## config.mk

```make
export PLATFORM = sky130hd
export DESIGN_NAME = bin2bcd_seq_flat
export DESIGN_NICKNAME = d
export VERILOG_FILES = /design/src/rtl/bin2bcd_seq_if.sv /design/src/rtl/bin2bcd_seq.sv /design/src/flat_wrapper.sv
export SDC_FILE = /design/constraint.sdc
export NUM_CORES = 1
export LEC_CHECK = 0
export CORE_MARGIN = 3
export CORE_UTILIZATION = 40
export CTS_CLUSTER_SIZE = 16
export DETAILED_ROUTE_END_ITERATION = 6
export HOLD_SLACK_MARGIN = 0.08
export PLACE_DENSITY = 0.59
export SETUP_SLACK_MARGIN = 0.02
export SLEW_MARGIN = 10
export SYNTH_ARGS = -nofsm -noshare
export SYNTH_HDL_FRONTEND = slang
export SYNTH_SLANG_ARGS = --single-unit
```

## constraint.sdc

```tcl
create_clock -name clk -period 3 [get_ports clk]
set_clock_uncertainty 0.05 [all_clocks]
set_input_delay 0.6 -clock clk [delete_from_list [all_inputs] [get_ports clk]]
set_output_delay 0.6 -clock clk [all_outputs]
set_load 0.005 [all_outputs]
```

## src/rtl/bin2bcd_seq_if.sv

```systemverilog
`default_nettype none
// +-----------------------------------------------------------------------------+
// | Module      : bin2bcd_seq_if                                                |
// | Description : Request/result bundle for the sequential binary-to-BCD        |
// |               converter. The requester (master) drives start/bin; the      |
// |               converter (slave) returns busy/done and the formatted result. |
// | Signals     : start, bin        - request (master -> slave)                 |
// |               busy, done        - status  (slave -> master)                 |
// |               sign, bcd,        - result  (slave -> master)                 |
// |               ndigits, overflow                                             |
// | Revision    : 1.0 - initial release                                         |
// +-----------------------------------------------------------------------------+
interface bin2bcd_seq_if #(
  parameter int WIDTH  = 32,
  parameter int DIGITS = 10
);
  localparam int NDW = $clog2(DIGITS + 1);

  logic                start;
  logic [WIDTH-1:0]    bin;
  logic                busy;
  logic                done;
  logic                sign;
  logic [4*DIGITS-1:0] bcd;
  logic [NDW-1:0]      ndigits;
  logic                overflow;

  modport master (
    output start, bin,
    input  busy, done, sign, bcd, ndigits, overflow
  );

  modport slave (
    input  start, bin,
    output busy, done, sign, bcd, ndigits, overflow
  );
endinterface
`default_nettype wire

```

## src/rtl/bin2bcd_seq.sv

```systemverilog
`default_nettype none
// +-----------------------------------------------------------------------------+
// | Module      : bin2bcd_seq                                                   |
// | Description : Signed two's-complement to BCD converter using a double-     |
// |               dabble engine, one add-3/shift step per clock. Reports sign, |
// |               significant-digit count and overflow for the LCD formatter.  |
// | Ports       : clk  - rising-edge clock                                      |
// |               rst  - synchronous active-high reset                          |
// |               bus  - bin2bcd_seq_if.slave (start/bin in; busy/done/sign/    |
// |                      bcd/ndigits/overflow out, all registered)              |
// | Revision    : 1.0 - initial release                                         |
// +-----------------------------------------------------------------------------+
module bin2bcd_seq #(
  parameter int WIDTH  = 32,
  parameter int DIGITS = 10
) (
  input logic          clk,
  input logic          rst,
  bin2bcd_seq_if.slave bus
);

  localparam int NDW    = $clog2(DIGITS + 1);
  localparam int c_cntw = $clog2(WIDTH + 1);
  localparam int c_bw   = 4 * DIGITS;

  typedef enum logic [0:0] {
    IDLE = 1'b0,
    CONV = 1'b1
  } state_t;

  state_t              state_q, state_d;
  logic [WIDTH-1:0]    mag_q, mag_d;          // magnitude being shifted out MSB first
  logic [c_bw-1:0]     acc_q, acc_d;          // BCD shift register
  logic [c_cntw-1:0]   cnt_q, cnt_d;          // remaining steps
  logic                ovf_acc_q, ovf_acc_d;  // sticky: a bit left the top digit
  logic                sign_acc_q, sign_acc_d;
  logic                busy_q, busy_d;
  logic                done_q, done_d;
  logic                sign_q, sign_d;
  logic [c_bw-1:0]     bcd_q, bcd_d;
  logic [NDW-1:0]      ndigits_q, ndigits_d;
  logic                overflow_q, overflow_d;

  logic [c_bw-1:0]     w_acc_adj;
  logic [c_bw-1:0]     w_acc_shift;
  logic                w_ovf_step;
  logic [NDW-1:0]      w_nd;
  logic [WIDTH-1:0]    w_bin_abs;

  // Plain modular negation: the most negative input wraps to 2^(WIDTH-1),
  // which is exactly its magnitude when read as unsigned.
  assign w_bin_abs = bus.bin[WIDTH-1] ? ((~bus.bin) + WIDTH'(1)) : bus.bin;

  generate
    for (genvar k = 0; k < DIGITS; k++) begin : g_adj
      assign w_acc_adj[4*k +: 4] = (acc_q[4*k +: 4] > 4'd4) ? (acc_q[4*k +: 4] + 4'd3)
                                                             : acc_q[4*k +: 4];
    end
  endgenerate

  // The bit dropped off the top digit carries a multiple of 10^DIGITS, so
  // the register keeps the magnitude mod 10^DIGITS and the lost bit flags it.
  assign w_acc_shift = {w_acc_adj[c_bw-2:0], mag_q[WIDTH-1]};
  assign w_ovf_step  = ovf_acc_q | w_acc_adj[c_bw-1];

  // Significant digits of the final step's value; overflow forces the cap.
  always_comb begin
    w_nd = NDW'(1);
    for (int k = 1; k < DIGITS; k++) begin
      if (w_acc_shift[4*k +: 4] != 4'd0) begin
        w_nd = NDW'(k + 1);
      end
    end
    if (w_ovf_step) begin
      w_nd = NDW'(DIGITS);
    end
  end

  always_comb begin
    state_d    = state_q;
    mag_d      = mag_q;
    acc_d      = acc_q;
    cnt_d      = cnt_q;
    ovf_acc_d  = ovf_acc_q;
    sign_acc_d = sign_acc_q;
    busy_d     = busy_q;
    done_d     = 1'b0;
    sign_d     = sign_q;
    bcd_d      = bcd_q;
    ndigits_d  = ndigits_q;
    overflow_d = overflow_q;
    case (state_q)
      IDLE: begin
        if (bus.start) begin
          mag_d      = w_bin_abs;
          sign_acc_d = bus.bin[WIDTH-1];
          acc_d      = '0;
          cnt_d      = c_cntw'(WIDTH);
          ovf_acc_d  = 1'b0;
          busy_d     = 1'b1;
          state_d    = CONV;
        end
      end
      CONV: begin
        mag_d     = {mag_q[WIDTH-2:0], 1'b0};
        acc_d     = w_acc_shift;
        ovf_acc_d = w_ovf_step;
        cnt_d     = cnt_q - c_cntw'(1);
        if (cnt_q == c_cntw'(1)) begin
          state_d    = IDLE;
          busy_d     = 1'b0;
          done_d     = 1'b1;
          sign_d     = sign_acc_q;
          bcd_d      = w_acc_shift;
          ndigits_d  = w_nd;
          overflow_d = w_ovf_step;
        end
      end
      default: state_d = IDLE;
    endcase
  end

  always_ff @(posedge clk) begin
    if (rst) begin
      state_q    <= IDLE;
      mag_q      <= '0;
      acc_q      <= '0;
      cnt_q      <= '0;
      ovf_acc_q  <= 1'b0;
      sign_acc_q <= 1'b0;
      busy_q     <= 1'b0;
      done_q     <= 1'b0;
      sign_q     <= 1'b0;
      bcd_q      <= '0;
      ndigits_q  <= NDW'(1);
      overflow_q <= 1'b0;
    end else begin
      state_q    <= state_d;
      mag_q      <= mag_d;
      acc_q      <= acc_d;
      cnt_q      <= cnt_d;
      ovf_acc_q  <= ovf_acc_d;
      sign_acc_q <= sign_acc_d;
      busy_q     <= busy_d;
      done_q     <= done_d;
      sign_q     <= sign_d;
      bcd_q      <= bcd_d;
      ndigits_q  <= ndigits_d;
      overflow_q <= overflow_d;
    end
  end

  assign bus.busy     = busy_q;
  assign bus.done     = done_q;
  assign bus.sign     = sign_q;
  assign bus.bcd      = bcd_q;
  assign bus.ndigits  = ndigits_q;
  assign bus.overflow = overflow_q;

endmodule
`default_nettype wire

```

## src/flat_wrapper.sv

```systemverilog
// flat-port wrapper written by rule: the top's interface ports become plain ports
module bin2bcd_seq_flat 
#(
  parameter int WIDTH  = 32,
  parameter int DIGITS = 10
)
  (clk, rst, bus_start, bus_bin, bus_busy, bus_done, bus_sign, bus_bcd, bus_ndigits, bus_overflow);
  bin2bcd_seq_if #(.WIDTH(WIDTH), .DIGITS(DIGITS)) bus_i ();
  input logic clk;
  input logic rst;
  input wire logic [$bits(bus_i.start)-1:0] bus_start;
  input wire logic [$bits(bus_i.bin)-1:0] bus_bin;
  output wire logic [$bits(bus_i.busy)-1:0] bus_busy;
  output wire logic [$bits(bus_i.done)-1:0] bus_done;
  output wire logic [$bits(bus_i.sign)-1:0] bus_sign;
  output wire logic [$bits(bus_i.bcd)-1:0] bus_bcd;
  output wire logic [$bits(bus_i.ndigits)-1:0] bus_ndigits;
  output wire logic [$bits(bus_i.overflow)-1:0] bus_overflow;
  assign bus_i.start = bus_start;
  assign bus_i.bin = bus_bin;
  assign bus_busy = bus_i.busy;
  assign bus_done = bus_i.done;
  assign bus_sign = bus_i.sign;
  assign bus_bcd = bus_i.bcd;
  assign bus_ndigits = bus_i.ndigits;
  assign bus_overflow = bus_i.overflow;
  bin2bcd_seq #(.WIDTH(WIDTH), .DIGITS(DIGITS)) u_core (.clk(clk), .rst(rst), .bus(bus_i));
endmodule
```

### Word-level counts from Yosys, hierarchy flattened

Index checks and enable logic that the tools add are counted.

* register bits after elaboration: 129
* bits of input ports: 35

* $lt $le $gt $ge: 10
* equality and inequality tests: 3
* $add $sub $neg: 12
* multiplexer cells: 36
* bitwise logic cells: 3
* reductions and logical operators: 13

Operators with widths (number)
* one-hot mux 40 bit (2 select lines): 1
* 2-to-1 mux 32 bit: 2
* one-hot mux 32 bit (2 select lines): 1
* 2-to-1 mux 4 bit: 14
* adder 4 x 2 -> 4 bit, second input constant: 10
* > comparator 4 x 3 -> 1 bit, second input constant: 10
* 2-to-1 mux 40 bit: 1
* nonzero test 4 bit: 9
* adder 32 x 1 -> 32 bit, second input constant: 1
* NOT 32 bit: 1
* 2-to-1 mux 3 bit: 4
* one-hot mux 6 bit (2 select lines): 1
* equality test 6 x 1 -> 1 bit, second input constant: 1
* 2-to-1 mux 1 bit: 6
* 2-to-1 mux 6 bit: 1
* one-hot mux 1 bit (2 select lines): 3
* AND reduction 2 bit: 3
* subtractor 6 x 1 -> 6 bit, second input constant: 1
* 2-to-1 mux 2 bit: 2
* != test 2 bit, second input constant: 2
* OR reduction 2 bit: 1
* NOT 1 bit: 1
* OR 1 bit: 1

### Longest topological paths before layout

Gate-level depths: netlist of the first run.

* depth in word-level cells: 13
* depth in mapped cells: 8

### Worst setup path after synthesis of the first run

Ideal clock, no wire load.

* kind: input-to-reg
* start point: input port bus_bin[12]
* end point: register u_core.mag_q[31]
* arrival time: 2.606 ns
* cell stages on the path: 6
* library setup time: 0.070 ns
* data required time: 2.880 ns
* buffers on the path: 1
* path slack: 0.274 ns
* path through: or4_4 or4b_1 buf_2 or2_4 or4_1 a21oi_1

* word-level cells in the longest chain between the ends: 5

Ends and longest elaborated chain
* start, declared: line flat_wrapper.sv:12 `input wire logic [$bits(bus_i.bin)-1:0] bus_bin;`
* NOT 32 bit: line bin2bcd_seq.sv:52 `assign w_bin_abs = bus.bin[WIDTH-1] ? ((~bus.bin) + WIDTH'(1)) : bus.bin;`
* adder 32 x 1 -> 32 bit: line bin2bcd_seq.sv:52
* 2-to-1 mux 32 bit: line bin2bcd_seq.sv:52
* 2-to-1 mux 32 bit: line bin2bcd_seq.sv:94 `if (bus.start) begin`
* one-hot mux 32 bit (2 select lines): line bin2bcd_seq.sv:92 `case (state_q)`
* end signal, assigned: line bin2bcd_seq.sv:139 `mag_q <= mag_d;`
* end, declared: line bin2bcd_seq.sv:32 `logic [WIDTH-1:0] mag_q, mag_d;`

Every way passes these cells. The select of a mux whose other input is x is not followed.
A chain may end at the register's enable or synchronous reset.

### Final worst setup path of the first run

Same ends and word-level chain as after synthesis.

==> impl_metrics.csv, run 1 <==
group,metric,value,unit
timing,rsz0062_at_grt,"no",
cells_and_area,final_area,8618,um2
drt,vias,6219,
worst_setup_path,end_kind,"register",
synth,synth-edff-count,0,
synth,synthArstFlopShare,0,
timing,period_share,0.8977,
timing,finalMaxSlewViolations,0,
die,core_area,16640,um2
worst_setup_path,rr_startpoint,"u_core.acc_q[16]",
grt,grt_pass1_wl,28.50,mm
clock_network,clk_latency,420,ps
cells_and_area,multi_input_area,3918,um2
worst_setup_path,critPathArrivalTime,3000,ps
drt,drc,0,
cells_and_area,fillerInstances,1631,
worst_setup_path,cp.depth,6,
worst_setup_path,cp_max_fo,5,
placement,post_dp_cell_area,7994,um2
worst_setup_path,reg2reg_depth,9,
synth,ys_seq_area_frac,0.3789,
cells_and_area,ff_latch_area,2586,um2
grt,grt_pass1_vias,5844,
flow_run,drv_cap,0,
worst_setup_path,path_cells,"clkdlybuf4s50_1 > or4_4 > or4b_1 > or2_4 > or4_1 > a21oi_1",
power_and_ir_drop,powerDensity,512.6,nW/um2
worst_setup_path,max_stage_delay,550,ps
synth,synth_cells,866,
drt,drt_iter0_markers,310,
cells_and_area,final_cells,1181,
clock_network,cts_buffer_depth,2,
grt,antenna_found_initial,0,
drt,vias_per_cell,5.266,
drt,totalWireLength,16.90,mm
cells_and_area,final_cell_mix,"dfxtp_1 (128), nor2_1 (125), nand2_1 (91)",
die,std_cell_rows,47,
placement,pre_cts_slack,-110.1,ps
die,initial_utilization,0.4095,
cells_and_area,post-route-util,0.5179,
timing,max_freq,371.3,MHz
timing,hold_violations,0,
worst_setup_path,start_kind,"input port",
hold_path,hold_depth,2,
power_and_ir_drop,ir_drop,0.0004632,V
synth,netlist_area,6815,um2
cells_and_area,diodes,0,
worst_setup_path,worstPathRequired,3300,ps
synth,synth_fp_nets,918,
hold_path,min_path_type,"reg2reg",
drt,wl_per_cell,14.31,um
clock_network,numClockSinks,129,
drt,dr.pass1.iters,5,
worst_setup_path,worst_path_max_delay_cell,"or4_4",
power_and_ir_drop,power,4.418,mW
synth,synth.avg_cell_area,7.870,um2
placement,placed_cells,1151,
timing,setup_ws,306.8,ps
power_and_ir_drop,power.switching,1.004,mW
cells_and_area,area_growth,26.46,%
die,ios,83,
placement,place_congestion,0.8184,
worst_setup_path,r2r-end,"u_core.bus.ndigits[2]",
grt,track_usage,0.1887,
clock_network,cts_setup_buffers,0,
timing,setup_violations,0,
clock_network,cts_inserted_buffers,17,
timing,min_period,2693,ps
power_and_ir_drop,seqPwrFrac,0.408,
power_and_ir_drop,p_int,3.414,mW
power_and_ir_drop,p_leak,3.243,nW
power_and_ir_drop,swShare,0.2272,
placement,port_buffers,82,
clock_network,cts_root_buf,"clkbuf_16",
die,die_h,136.5,um
die,die_w,136.5,um
worst_setup_path,path_buf_inv,1,
worst_setup_path,critPathKind,"in2reg",
cells_and_area,mostFrequentLayoutCell,"dfxtp_1",
hold_path,worstHoldEndpoint,"u_core.mag_q[13]",
synth,yosys_most_used_dff,"dfxtp_1",
power_and_ir_drop,pwr-share-comb,0.096,
run_status,status,"finished clean",
timing,tightest_slew,1027,ps
grt,grt_max_degree,105,
drt,ant_nets,0,
die,dieArea,18640,um2
clock_network,clk_pin_slew_worst_paths,60,ps
cells_and_area,nets,1002,
clock_network,cts_tree,"yes",
clock_network,ctsHoldBuffers,0,
grt,gr-total-overflow,0,
timing,relSlewSlack,0.3153,
synth,yosysUniqueCellTypes,54,
placement,dpl.hpwl,11.60,mm
clock_network,cts_resized,0,
synth,yosys_warnings,0,
synth,ys_ff_latch,129,
hold_path,holdCritStartpoint,"u_core.mag_q[12]",
worst_setup_path,r2r_setup_slack,530,ps
worst_setup_path,crit_family,"simple AND/OR/NAND/NOR gates",
clock_network,htree_levels,4,
power_and_ir_drop,power_frac_clock,0.496,
cells_and_area,drive_gt1_frac,0.09781,
-- tightest hold or removal path: stages (launching register included) --
cell,delay [ps]
dfxtp_1,310
nand2_1,50
a21oi_1,50
-- cell usage after synthesis, types with 3 or more instances --
cell type | count | share of area
dfxtp_1 | 129 | 0.38
nor2_1 | 125 | 0.069
nand2_1 | 91 | 0.050
a21oi_1 | 89 | 0.065
clkbuf_1 | 46 | 0.025
nor3_1 | 38 | 0.028
inv_1 | 31 | 0.017
nor3b_1 | 25 | 0.028
o21ai_0 | 25 | 0.018
xnor2_1 | 23 | 0.030
mux2i_1 | 20 | 0.029
ha_1 | 17 | 0.031
nor2b_1 | 17 | 0.016
xor2_1 | 16 | 0.021
a211o_1 | 12 | 0.015
a211oi_1 | 12 | 0.013
or2_2 | 12 | 0.011
nand3b_1 | 10 | 0.011
o22ai_1 | 10 | 0.0092
o31ai_1 | 9 | 0.0099
or4_1 | 9 | 0.0099
buf_1 | 8 | 0.0044
o221ai_1 | 8 | 0.010
o41ai_1 | 8 | 0.010
nand2b_1 | 7 | 0.0064
nand3_1 | 6 | 0.0044
nor4_1 | 6 | 0.0055
o211ai_1 | 5 | 0.0055
or3_1 | 5 | 0.0046
a311oi_1 | 4 | 0.0051
mux2_2 | 4 | 0.0066
o31a_1 | 4 | 0.0051
a21o_1 | 3 | 0.0033
o211a_1 | 3 | 0.0044
o21a_1 | 3 | 0.0033
-- power groups by stage --
stage / Clock [mW] / Sequential, mW / Combinational [mW]
after floorplan: 0 / 1.83 / 0.261
after global placement: 0 / 1.84 / 0.425
after detailed placement: 0 / 1.84 / 0.428
after CTS: 2.23 / 1.80 / 0.429
after global routing: 2.31 / 1.81 / 0.474
final: 2.19 / 1.80 / 0.424
-- layout make-up --
cell class | instances | share of cell area
multi-input combinational | 651 | 0.4546
inverter | 31 | 0.01350
clock inverter | 4 | 0.01103
tap | 220 | 0.03194
clock buffer | 26 | 0.06141
sequential | 129 | 0.3001
timing repair buffer | 120 | 0.1275
-- worst max-delay path by stage --
stage	start	end
floorplan	bus_bin[12]	u_core.mag_q[31]
global placement	bus_bin[12]	u_core.mag_q[31]
detailed placement	bus_bin[18]	u_core.mag_q[30]
CTS	bus_bin[18]	u_core.mag_q[30]
global route	bus_bin[19]	u_core.mag_q[30]
finish	bus_bin[12]	u_core.mag_q[31]
-- metrics by stage --
step                      TNS [ps]  hold WS, ps
after CTS                        0        403.2
final                            0        401.5
after global routing             0        421.7
after global placement      -892.2        390.7
after detailed placement     -1287        392.8
after floorplan                  0        378.7
-- kinds of logic after synthesis --
family,after synthesis,share of synthesized area
AO/OA/AOI/OAI,210,0.1999
XOR/XNOR,39,0.05012
multiplexers,24,0.03598
flip-flops,129,0.3789
AND/OR/NAND/NOR,361,0.2563
buffers and inverters,86,0.04755
adder cells (fa/ha/maj),17,0.03121
-- routing by layer --
metal | track usage | part of all wire | routed length [um]
met5 | 0 | 0 | 0
met4 | 0.05431 | 0.011 | 193
met3 | 0.05074 | 0.043 | 730
met2 | 0.2916 | 0.44 | 7515
met1 | 0.2590 | 0.50 | 8461
-- registers in the layout (all words and copies together), names as in the netlist --
signal and cells:
u_core.acc_q 40, u_core.bus.bcd 40, u_core.mag_q 32, u_core.cnt_q 6, u_core.bus.ndigits 4, u_core.bus.busy 1
u_core.bus.done 1, u_core.bus.overflow 1, u_core.bus.sign 1, u_core.ovf_acc_q 1, u_core.sign_acc_q 1, u_core.state_q 1
Power figures use the tool's default switching activity.
==> run 2, diff against run 1 <==
--- a/config.mk
+++ b/config.mk
@@ -5,12 +5,14 @@
 export SDC_FILE = /design/constraint.sdc
 export NUM_CORES = 1
 export LEC_CHECK = 0
+export CAP_MARGIN = 20
 export CORE_MARGIN = 3
 export CORE_UTILIZATION = 40
 export CTS_CLUSTER_SIZE = 16
 export DETAILED_ROUTE_END_ITERATION = 6
+export DONT_BUFFER_PORTS = 1
 export HOLD_SLACK_MARGIN = 0.08
-export PLACE_DENSITY = 0.59
+export PLACE_DENSITY = 0.52
 export SETUP_SLACK_MARGIN = 0.02
 export SLEW_MARGIN = 10
 export SYNTH_ARGS = -nofsm -noshare
==> run 2 against run 1 <==
Compared with the run above:
- clock power decreased by 8%
- critical path depth rose by 3
- sequential cell count stayed put
- first-iteration DRC count rose by 15%
- setup slack better by 150 ps
- clock-buffer cell count fell by 1
==> impl_metrics.csv, run 2 (synthesis gave the netlist of run 1 again) <==
group,metric,value,unit
drt,vias_per_cell,5.522,
run_status,status,"finished clean",
hold_path,min_path_type,"in2reg",
drt,ant_nets,0,
cells_and_area,mostFrequentLayoutCell,"dfxtp_1",
die,die_h,136.5,um
worst_setup_path,path_cells,"inv_1 > ha_1 > nor2b_1 > or4_1 > a2111oi_0 > buf_4 > nand2_1 > o311ai_1 > a21oi_1",
cells_and_area,final_cell_mix,"dfxtp_1 (128), nor2_1 (125), nand2_1 (91)",
clock_network,cts_inserted_buffers,17,
worst_setup_path,end_kind,"register",
cells_and_area,drive_gt1_frac,0.07168,
grt,antenna_found_initial,0,
worst_setup_path,worst_path_max_delay_cell,"a2111oi_0",
flow_run,drv_cap,0,
clock_network,clk_latency,410,ps
timing,min_period,2547,ps
die,std_cell_rows,47,
clock_network,cts_setup_buffers,0,
timing,rsz0062_at_grt,"no",
power_and_ir_drop,p_leak,2.789,nW
placement,port_buffers,0,
drt,wl_per_cell,15.84,um
timing,setup_ws,453.2,ps
clock_network,htree_levels,4,
timing,tns,0,ps
worst_setup_path,endpoint,"u_core.bus.ndigits[2]",
clock_network,clk_pin_slew_worst_paths,60,ps
clock_network,ctsHoldBuffers,0,
worst_setup_path,critPathArrivalTime,2790,ps
grt,grtUsageMet3,0.04485,
clock_network,cts_tree,"yes",
die,die_w,136.5,um
power_and_ir_drop,pwr-share-comb,0.064,
timing,setup_violations,0,
power_and_ir_drop,power_frac_clock,0.491,
grt,gr-total-overflow,0,
power_and_ir_drop,p_int,3.172,mW
clock_network,numClockSinks,129,
timing,max_freq,392.6,MHz
clock_network,cts_resized,0,
timing,relSlewSlack,0.5365,
worst_setup_path,critical_path.startpoint,"u_core.acc_q[16]",
drt,drc,0,
clock_network,cts_buffer_depth,2,
timing,period_share,0.8489,
power_and_ir_drop,ir_drop,0.0004356,V
grt,use_met2,0.3204,
die,core_area,16640,um2
clock_network,cts_root_buf,"clkbuf_16",
cells_and_area,final_area,7561,um2
placement,dpl.hpwl,10.94,mm
drt,vias,5914,
worst_setup_path,cp_max_fo,4,
drt,dr.pass1.iters,5,
grt,track_usage,0.1878,
worst_setup_path,critPathKind,"reg2reg",
timing,whs,208.8,ps
placement,place_congestion,0.8271,
drt,totalWireLength,16.97,mm
die,dieArea,18640,um2
placement,post_dp_cell_area,6968,um2
power_and_ir_drop,seqPwrFrac,0.445,
die,initial_utilization,0.4095,
worst_setup_path,r2r_setup_slack,450,ps
power_and_ir_drop,power.switching,0.9106,mW
timing,hold_violations,0,
worst_setup_path,max_stage_delay,510,ps
placement,pre_cts_slack,254.7,ps
grt,grt_max_degree,132,
drt,drt_iter0_markers,358,
cells_and_area,nets,891,
timing,tightest_slew,695.3,ps
worst_setup_path,start_kind,"register",
timing,finalMaxSlewViolations,0,
grt,grt_pass1_wl,28.27,mm
worst_setup_path,worstPathRequired,3240,ps
power_and_ir_drop,swShare,0.2230,
cells_and_area,area_growth,10.94,%
grt,busiest_layer,"met2",
die,ios,83,
grt,grt_pass1_vias,5791,
cells_and_area,diodes,0,
worst_setup_path,reg2reg_depth,9,
worst_setup_path,rr_startpoint,"u_core.acc_q[16]",
worst_setup_path,r2r-end,"u_core.bus.ndigits[2]",
grt,gr-usage-met1,0.2322,
cells_and_area,post-route-util,0.4543,
power_and_ir_drop,powerDensity,540.0,nW/um2
run 2: changes by cell type in the layout (fill, tap and decap cells not counted):
| cell | previous run | this run |
|---|---|---|
| buf_12 | 0 | 1 |
| buf_16 | 0 | 1 |
| buf_2 | 1 | 0 |
| buf_4 | 39 | 7 |
| bufinv_16 | 3 | 2 |
| clkbuf_1 | 2 | 5 |
| clkbuf_8 | 7 | 3 |
| clkdlybuf4s50_1 | 80 | 0 |
| clkinv_2 | 1 | 4 |
run 2: stage by stage:
| stage | power, mW | cells |
|---|---|---|
| after floorplan | 2.093 | 866 |
| after global placement | 2.102 | 1039 |
| after detailed placement | 2.111 | 1039 |
| after CTS | 4.134 | 1070 |
| after global routing | 4.250 | 1071 |
| final | 4.083 | 1071 |
run 2: power by group through the flow:
stage | combinational (mW) | sequential (mW) | clock (mW)
6_report | 0.262 | 1.82 | 2.01
3_5_place_dp | 0.259 | 1.85 | 0
2_1_floorplan | 0.261 | 1.83 | 0
3_3_place_gp | 0.251 | 1.85 | 0
4_1_cts | 0.260 | 1.82 | 2.06
5_1_grt | 0.299 | 1.82 | 2.13
run 2: cell type report:
type                    instances  area, um2
clock buffers                  25      485.5
clock inverters                 6      80.08
fillers                      1649       9081
inverters                      31      116.4
multi-input cells             651       3918
flip-flops and latches        129       2586
well taps                     220      275.3
repair buffers                  9      100.1
run 2: how the worst min path moves through the flow:
stage,from,cells after the start,endpoint
3_5_place_dp,u_core.mag_q[8],2,u_core.mag_q[9]
6_report,rst,1,u_core.bus.bcd[38]
3_3_place_gp,u_core.mag_q[13],2,u_core.mag_q[14]
5_1_grt,rst,1,u_core.mag_q[1]
2_1_floorplan,u_core.mag_q[6],2,u_core.mag_q[7]
4_1_cts,rst,1,u_core.bus.bcd[38]
run 2: per-layer routing:
metal  share of wire  vias to the layer above
li1                -                     2988
met1            0.45                     2796
met2            0.49                      113
met3           0.042                       17
met4           0.014                        0
met5               0                        -
run 2: critical path, delay by kind of cell, from the launching register on:
family                   cells  cell delay (ps)
adder cells (fa/ha/maj)      1              210
AND/OR/NAND/NOR              3              520
AO/OA/AOI/OAI                3              970
flip-flops                   1              330
buffers and inverters        2              350
